[src/rtl/serial_adder_if.sv]
// Start/done handshake bundle between a controller and the bit-serial adder.
// The controller drives the request side; the adder returns status and result.
interface serial_adder_if #(
  parameter int WIDTH = 8
);
  logic             start;
  logic [WIDTH-1:0] a;
  logic [WIDTH-1:0] b;
  logic             cin;
  logic             busy;
  logic             done;
  logic [WIDTH-1:0] sum;
  logic             cout;
  logic             ovf;

  modport master (
    output start, a, b, cin,
    input  busy, done, sum, cout, ovf
  );

  modport slave (
    input  start, a, b, cin,
    output busy, done, sum, cout, ovf
  );
endinterface

[src/rtl/serial_adder.sv]
// Bit-serial WIDTH-bit adder: one full-adder cell, a registered carry, LSB-first
// operand shifters and a sum shifter that is published as a parallel result.
module serial_adder #(
  parameter int WIDTH = 8
) (
  input  logic         clk,
  input  logic         rst_n,
  serial_adder_if.slave bus
);
  localparam int CW = (WIDTH > 1) ? $clog2(WIDTH) : 1;
  localparam logic [CW-1:0] LAST_BIT = CW'(WIDTH - 1);

  typedef enum logic [1:0] {IDLE, ADD, DONE} state_t;

  state_t           state_q;
  logic [WIDTH-1:0] sha_q, shb_q, shs_q, sum_q;
  logic [CW-1:0]    cnt_q;
  logic             carry_q, cout_q, ovf_q, busy_q, done_q;

  logic             fa_s, fa_c, last_bit;
  logic [WIDTH-1:0] shs_d;

  // Full-adder cell on the current LSBs and the fed-back carry.
  assign fa_s     = sha_q[0] ^ shb_q[0] ^ carry_q;
  assign fa_c     = (sha_q[0] & shb_q[0]) | (carry_q & (sha_q[0] ^ shb_q[0]));
  assign last_bit = (cnt_q == LAST_BIT);
  assign shs_d    = {fa_s, shs_q[WIDTH-1:1]};

  always_ff @(posedge clk or negedge rst_n) begin
    if (!rst_n) begin
      state_q <= IDLE;
      sha_q   <= '0;
      shb_q   <= '0;
      shs_q   <= '0;
      cnt_q   <= '0;
      carry_q <= 1'b0;
      sum_q   <= '0;
      cout_q  <= 1'b0;
      ovf_q   <= 1'b0;
      busy_q  <= 1'b0;
      done_q  <= 1'b0;
    end else begin
      case (state_q)
        IDLE: begin
          done_q <= 1'b0;
          if (bus.start) begin
            sha_q   <= bus.a;
            shb_q   <= bus.b;
            carry_q <= bus.cin;
            cnt_q   <= '0;
            shs_q   <= '0;
            busy_q  <= 1'b1;
            state_q <= ADD;
          end
        end
        ADD: begin
          sha_q   <= sha_q >> 1;
          shb_q   <= shb_q >> 1;
          shs_q   <= shs_d;
          carry_q <= fa_c;
          if (last_bit) begin
            // carry_q here is the carry into the MSB, fa_c the carry out of it.
            sum_q   <= shs_d;
            cout_q  <= fa_c;
            ovf_q   <= carry_q ^ fa_c;
            busy_q  <= 1'b0;
            done_q  <= 1'b1;
            state_q <= DONE;
          end else begin
            cnt_q <= cnt_q + 1'b1;
          end
        end
        DONE: begin
          done_q  <= 1'b0;
          state_q <= IDLE;
        end
        default: begin
          busy_q  <= 1'b0;
          done_q  <= 1'b0;
          state_q <= IDLE;
        end
      endcase
    end
  end

  assign bus.busy = busy_q;
  assign bus.done = done_q;
  assign bus.sum  = sum_q;
  assign bus.cout = cout_q;
  assign bus.ovf  = ovf_q;
endmodule

[src/flat_wrapper.sv]
// flat-port wrapper written by rule: the top's interface ports become plain ports
module serial_adder_flat 
#(
  parameter int WIDTH = 8
)
  (clk, rst_n, bus_start, bus_a, bus_b, bus_cin, bus_busy, bus_done, bus_sum, bus_cout, bus_ovf);
  serial_adder_if #(.WIDTH(WIDTH)) bus_i ();
  input  logic clk;
  input  logic rst_n;
  input wire logic [$bits(bus_i.start)-1:0] bus_start;
  input wire logic [$bits(bus_i.a)-1:0] bus_a;
  input wire logic [$bits(bus_i.b)-1:0] bus_b;
  input wire logic [$bits(bus_i.cin)-1:0] bus_cin;
  output wire logic [$bits(bus_i.busy)-1:0] bus_busy;
  output wire logic [$bits(bus_i.done)-1:0] bus_done;
  output wire logic [$bits(bus_i.sum)-1:0] bus_sum;
  output wire logic [$bits(bus_i.cout)-1:0] bus_cout;
  output wire logic [$bits(bus_i.ovf)-1:0] bus_ovf;
  assign bus_i.start = bus_start;
  assign bus_i.a = bus_a;
  assign bus_i.b = bus_b;
  assign bus_i.cin = bus_cin;
  assign bus_busy = bus_i.busy;
  assign bus_done = bus_i.done;
  assign bus_sum = bus_i.sum;
  assign bus_cout = bus_i.cout;
  assign bus_ovf = bus_i.ovf;
  serial_adder #(.WIDTH(WIDTH)) u_core (.clk(clk), .rst_n(rst_n), .bus(bus_i));
endmodule
[config.mk]
export PLATFORM = sky130hd
export DESIGN_NAME = serial_adder_flat
export DESIGN_NICKNAME = d
export VERILOG_FILES = /design/src/rtl/serial_adder_if.sv /design/src/rtl/serial_adder.sv /design/src/flat_wrapper.sv
export SDC_FILE = /design/constraint.sdc
export NUM_CORES = 1
export LEC_CHECK = 0
export CORE_ASPECT_RATIO = 1.1
export CORE_MARGIN = 2
export CORE_UTILIZATION = 51
export CTS_CLUSTER_SIZE = 24
export DETAILED_ROUTE_END_ITERATION = 8
export PLACE_DENSITY_LB_ADDON = 0.1
export SLEW_MARGIN = 15
export SYNTH_ARGS = -nofsm -noshare
export SYNTH_HDL_FRONTEND = slang
export SYNTH_SLANG_ARGS = --single-unit
[constraint.sdc]
create_clock -name clk -period 1.74 [get_ports clk]
set_input_delay 0.348 -clock clk [delete_from_list [all_inputs] [get_ports clk]]
set_output_delay 0.348 -clock clk [all_outputs]
set_load 0.02 [all_outputs]
==> results of run 1 <==
-- per-layer routing --
metal / routed length [µm] / global-route usage [%] / vias up
met2: 1690 / 31.5 / 34
met1: 1500 / 23.1 / 630
met4: 11 / 4.08 / 0
met5: 0 / 0 / -
li1: - / - / 604
met3: 121 / 5.28 / 2
-- flip-flops by register name, summed over array words and instances, names as in the netlist --
register and flops:
u_core.bus.busy 1, u_core.bus.done 1, u_core.bus.sum 8, u_core.carry_q 1, u_core.bus.ovf 1, u_core.bus.cout 1, u_core.cnt_q 3, u_core.state_q 2
u_core.shb_q 8, u_core.shs_q 7, u_core.sha_q 8
-- logic make-up (layout without fill, tap and decap cells) --
| group | after synthesis | in the layout | share of synthesized area (%) |
|---|---|---|---|
| simple gates | 28 | 28 | 7.89 |
| compound gates | 53 | 53 | 19.3 |
| fa+ha+maj | 4 | 4 | 3.21 |
| buf+inv | 12 | 45 | 4.74 |
| flops | 41 | 41 | 57.2 |
| xor+xnor | 1 | 1 | 0.489 |
| mux | 9 | 9 | 7.12 |
-- power by group through the flow --
stage                     clock network, mW  logic (mW)  registers [mW]
final                                 0.525        1.46            1.67
after global routing                  0.582        1.61            1.72
after CTS                             0.553        1.48            1.67
after detailed placement                  0        1.48            1.69
after global placement                    0        1.42            1.67
after floorplan                           0       0.994            1.72
-- cell type report --
cell class              count  area, µm²  share of cell area [%]
inverters                   3       11.3                   0.513
flip-flops and latches     41       1030                    46.7
clock inverters             1       5.00                   0.228
well taps                  48       60.1                    2.73
repair buffers             34        348                    15.8
multi-input cells          95        682                    31.0
clock buffers               7       65.1                    2.96
-- cells in the final DEF (no fill, tap or decap) --
cell             netlist  final
buf_12                 0      1
dlygate4sd3_1          0      1
xnor2_1                1      1
buf_2                  2      1
nor3_1                 2      2
nor2_1                17     17
mux2_2                 2      2
o21ai_2                1      1
clkinv_2               0      1
nand3b_4               1      1
nand2_1                2      2
a22o_1                 9      9
nor4b_1                1      1
clkbuf_4               0      5
inv_1                  1      1
a21oi_1               17     17
mux2_4                 7      7
a22oi_1                2      2
o22ai_1               18     18
o21ai_0                2      2
clkbuf_8               0      2
dlymetal6s2s_1         0      2
dfrtp_1               41     41
nand2b_1               4      4
nor2_2                 1      1
fa_1                   1      1
clkdlybuf4s50_1        0     28
ha_1                   3      3
o21ba_2                1      1
o2bb2ai_1              3      3
inv_2                  2      2
buf_4                  2      1
-- what timing repair did --
action | 4_1_cts | 5_1_grt
hold endpoints to repair | 19 | 0
resized for setup | 0 | 2
hold buffers | 1 | 0
setup buffers | 0 | 0
setup endpoints to repair | 0 | 2
-- metrics by stage --
stage	hold WS, ns	setup slack (ns)	instances	instance area, µm²	power [mW]
final	0.480	0.0674	229	2200	3.65
after detailed placement	0.328	0.0110	220	2110	3.16
after global routing	0.506	0.0175	229	2200	3.91
after floorplan	0.0524	0.244	148	1790	2.71
after global placement	0.329	0.0633	220	2110	3.09
after CTS	0.478	0.0100	229	2190	3.70
-- how the worst max path moves through the flow --
stage,startpoint,end,depth (start not counted)
floorplan,u_core.cnt_q[0],u_core.bus.cout,5
global placement,bus_start,u_core.sha_q[6],4
detailed placement,bus_start,u_core.shb_q[3],4
CTS,u_core.bus.busy,bus_busy,1
global route,u_core.bus.cout,bus_cout,1
finish,u_core.bus.cout,bus_cout,1
==> flow_summary.json, run 1 <==
{
  "antennaDiodeCount": 0,
  "synth.area.top_cells": "dfrtp_1, o22ai_1, mux2_4, a21oi_1, a22o_1",
  "cp_slowest_cell": "clkdlybuf4s50_1",
  "synth-seq-area-share_pct": 57.2,
  "n_fill_cell": 277,
  "mappedNetlistNets": 172,
  "worstPathArrival_ns": 1.32,
  "hold_class": "input port to asynchronous set/reset pin",
  "global_route.usage.total_pct": 18.5,
  "cts-buffers-inserted": 5,
  "first_global_vias": 1208,
  "max-clock-path-buffers": 2,
  "ff2ff_setup_slack_ns": 0.14,
  "critical-path-top-delay-family": "buffers and inverters",
  "synth_area_leader_cell": "dfrtp_1",
  "synth_edf_count": 0,
  "post-route-drc-count": 0,
  "detail_route.first_pass.iterations": 4,
  "worst_ir_drop_vdd_uv": 873,
  "power.density_cell_area_nw_per_um2": 1660,
  "placementRows": 22,
  "cp_data_required_time_ns": 1.39,
  "crit_path_cell_trace": "clkdlybuf4s50_1",
  "grt_setup_unrepaired": "false",
  "cts_root_buf": "clkbuf_4",
  "worst-path-max-fanout": 2,
  "netlist_area_um2": 1790,
  "grt_start_max_net_pins": 23,
  "fin_nets": 204,
  "share_seq_of_total_power_pct": 45.7,
  "tritoncts": "yes",
  "die_width_um": 60.5,
  "worst_setup_hold_path_clk_slew_ns": 0.11,
  "timing.setup.tns_ns": 0,
  "vias": 1270,
  "antenna_found_initial": 0,
  "dpl.hpwl_mm": 2.44,
  "share_clk_of_total_power_pct": 14.4,
  "total_leakage_power_nw": 0.998,
  "postSynthCellCount": 148,
  "critical_path.max_stage_delay_ns": 0.61,
  "globalplace.congestion": 0.765,
  "element_type_at_the_critical_path_start": "register",
  "area.growth.synth_to_final_pct": 22.5,
  "ys_seq_elements": 41,
  "final_util_pct": 65.4,
  "grt_pass1_wl_mm": 5.46,
  "worst-slew-pin-transition_ns": 0.511,
  "worst_r2r_endpoint": "u_core.bus.sum[4]",
  "synthFlopType": "dfrtp_1",
  "period_share_pct": 96.1,
  "fin_worst_skew_ns": 0.00395,
  "timing.reg2reg.worst_path_depth": 4,
  "fmaxAchievable_mhz": 598,
  "drv_cap": 0,
  "detail-route-antenna-nets": 0,
  "critical_path_buffer_and_inverter_count": 1,
  "globalRoute.totalOverflow": 0,
  "yosys-top-cells-count": "dfrtp_1, o22ai_1, a21oi_1, nor2_1, a22o_1",
  "switching_share_pct": 35.7,
  "worst_setup_path_end_kind": "output port",
  "fraction_of_layout_cells_with_a_size_suffix_above_1_pct": 14.4,
  "timing_hold_violations_final": 0,
  "clkLatencyLatePin_ns": 0.34,
  "yosys.cell_types.count": 27,
  "port-buffer-count": 31,
  "cts_num_sinks": 41,
  "clock_period_minus_final_worst_setup_slack_ns": 1.67,
  "run_status": "finished, final reports clean",
  "crit_type": "register to output port",
  "core_area_um2": 3360,
  "postRouteWirelength_mm": 3.32,
  "power.switching_mw": 1.31,
  "final_report_setup_violation_count": 0,
  "synth_largest_type_area_fraction_pct": 57.2,
  "initial_utilization_pct": 53.4,
  "post_drt_via_cell_ratio": 5.55,
  "syn-mean-instance-area_um2": 12.1,
  "synth_most_common_cell": "dfrtp_1",
  "max-slew-margin-rel_pct": 65.9,
  "count_of_yosys_warnings_during_synthesis": 0,
  "routed_wire_length_per_instance_um": 14.5,
  "worst_r2r_startpoint": "u_core.cnt_q[0]",
  "synthArstFlopShare_pct": 100,
  "portion_of_total_power_attributed_to_combinational_logic_pct": 39.9,
  "total_die_area_um2": 4010,
  "cts.htree.levels": 2,
  "p_int_mw": 2.35,
  "io_pins": 32,
  "max_slew_violations": 0,
  "fp.dieH_um": 66.2,
  "initialDrtViolationCount": 39
}
No activity file was read; power rests on OpenSTA's default activity.
==> run 2: changes to the inputs <==
--- a/config.mk
+++ b/config.mk
@@ -7,10 +7,12 @@
 export LEC_CHECK = 0
 export CORE_ASPECT_RATIO = 1.1
 export CORE_MARGIN = 2
-export CORE_UTILIZATION = 51
+export CORE_UTILIZATION = 55
 export CTS_CLUSTER_SIZE = 24
 export DETAILED_ROUTE_END_ITERATION = 8
+export DONT_BUFFER_PORTS = 1
 export PLACE_DENSITY_LB_ADDON = 0.1
+export SETUP_SLACK_MARGIN = 0.5
 export SLEW_MARGIN = 15
 export SYNTH_ARGS = -nofsm -noshare
 export SYNTH_HDL_FRONTEND = slang
==> flow_summary.json, run 2 (same netlist as run 1, synthesis figures left out) <==
{
  "portion_of_total_power_attributed_to_combinational_logic_pct": 39.0,
  "cts_num_sinks": 41,
  "detail_route.first_pass.iterations": 4,
  "hold_class": "input port to asynchronous set/reset pin",
  "antennaDiodeCount": 0,
  "postRouteWirelength_mm": 3.64,
  "share_seq_of_total_power_pct": 49.7,
  "worst_ir_drop_vdd_uv": 1100,
  "core_area_um2": 3070,
  "cp_data_required_time_ns": 1.97,
  "max_slew_violations": 0,
  "global_route.usage.total_pct": 20.5,
  "fin_worst_skew_ns": 0.00487,
  "area.growth.synth_to_final_pct": 14.2,
  "cts.htree.levels": 2,
  "post_drt_via_cell_ratio": 6.36,
  "io_pins": 32,
  "total_leakage_power_nw": 0.949,
  "worst-path-max-fanout": 6,
  "fraction_of_layout_cells_with_a_size_suffix_above_1_pct": 30.7,
  "die_width_um": 58.4,
  "port-buffer-count": 0,
  "cp_slowest_cell": "dfrtp_1",
  "power.density_cell_area_nw_per_um2": 1790,
  "antenna_found_initial": 0,
  "element_type_at_the_critical_path_start": "register",
  "worst_setup_hold_path_clk_slew_ns": 0.11,
  "globalRoute.totalOverflow": 0,
  "total_die_area_um2": 3730,
  "timing.hold.ws_ns": -0.313,
  "max-clock-path-buffers": 2,
  "period_share_pct": 79.2,
  "violations": "negative hold slack",
  "first_global_vias": 1295,
  "n_fill_cell": 245,
  "detail-route-antenna-nets": 0,
  "initialDrtViolationCount": 64,
  "crit_type": "register to register",
  "initial_utilization_pct": 58.3,
  "crit_path_cell_trace": "ha_4, ha_4, nand3b_4, mux2_4",
  "clock_period_minus_final_worst_setup_slack_ns": 1.38,
  "critical_path.max_stage_delay_ns": 0.44,
  "final_report_setup_violation_count": 0,
  "grt_setup_unrepaired": "true",
  "switching_share_pct": 37.6,
  "grt_pass1_wl_mm": 5.80,
  "fmaxAchievable_mhz": 726,
  "share_clk_of_total_power_pct": 11.4,
  "run_status": "finished, violations left",
  "tritoncts": "yes",
  "post-route-drc-count": 0,
  "power.total_mw": 3.67,
  "drv_cap": 0,
  "fin_nets": 188,
  "cts_root_buf": "clkbuf_4",
  "max-slew-margin-rel_pct": 79.9,
  "p_int_mw": 2.29,
  "worstPathArrival_ns": 1.61,
  "path_common_cell": "ha_4",
  "placementRows": 21,
  "mostFrequentLayoutCells": "dfrtp_1, o22ai_1, a21oi_1, nor2_1, buf_4",
  "fp.dieH_um": 63.9,
  "clkLatencyLatePin_ns": 0.34,
  "globalplace.congestion": 0.734,
  "cts-buffers-inserted": 5,
  "worst-slew-pin-transition_ns": 0.301,
  "timing_hold_violations_final": 41,
  "vias": 1253,
  "final_util_pct": 66.6,
  "worst_setup_path_end_kind": "register",
  "routed_wire_length_per_instance_um": 18.5,
  "final_common_cell": "dfrtp_1",
  "dpl.hpwl_mm": 2.26,
  "timing.setup.tns_ns": 0,
  "grt_start_max_net_pins": 42,
  "power.switching_mw": 1.38
}
run 2: through the flow:
step	std cells	cell area, µm²	worst slack, ns
detailed placement	174	1780	0.277
global placement	174	1780	0.316
CTS	191	1970	0.370
global route	197	2050	0.333
finish	197	2050	0.362
floorplan	148	1810	0.353
run 2: final cells by class:
class                   count  area, µm²  share of cell area [%]
flip-flops and latches     41       1030                    50.2
multi-input cells          96        779                    38.1
repair buffers             17        141                    6.90
well taps                  34       42.5                    2.08
clock buffers               5       37.5                    1.83
inverters                   3       13.8                   0.672
clock inverters             1       5.00                   0.244
run 2: timing repair:
action / in CTS / in global routing
pin swaps: 3 / 0
buffers inserted: 10 / 6
endpoints found under the setup margin: 35 / 36
gates resized for setup: 10 / 12
hold endpoints to repair: 41 / 41
gates cloned: 1 / 0
run 2: power by group through the flow:
| stage | registers (mW) | clock network (mW) | logic, mW |
|---|---|---|---|
| detailed placement | 1.84 | 0 | 1.08 |
| global placement | 1.82 | 0 | 1.02 |
| floorplan | 1.73 | 0 | 1.01 |
| global route | 1.87 | 0.463 | 1.57 |
| CTS | 1.82 | 0.433 | 1.32 |
| finish | 1.82 | 0.417 | 1.43 |
run 2: path summary, 6_finish.rpt:
path,from,endpoint,slack (ns),depth (start not counted)
hold / removal,rst_n,u_core.shs_q[3],-0.31,0
max in group asynchronous,rst_n,u_core.shb_q[5],1.97,0
min in group clk,bus_a[7],u_core.sha_q[7],0.14,1
setup reg to reg,u_core.cnt_q[1],u_core.bus.sum[7],0.36,4
setup / recovery,u_core.cnt_q[1],u_core.bus.sum[7],0.36,4
hold reg to reg,u_core.shs_q[1],u_core.shs_q[1],0.52,1
run 2: worst max-delay path: cells and delay by family, from the launching register on:
family	cells	cell delay [ns]
simple gates	1	0.15
flops	1	0.44
mux	1	0.31
fa+ha+maj	2	0.37
run 2: per-layer routing:
| layer | vias to the layer above | GRT usage [%] | routed length [µm] |
|---|---|---|---|
| met2 | 39 | 32.7 | 1870 |
| met5 | - | 0 | 0 |
| met4 | 0 | 8.14 | 65 |
| met1 | 635 | 25.1 | 1490 |
| li1 | 571 | - | - |
| met3 | 8 | 7.09 | 213 |
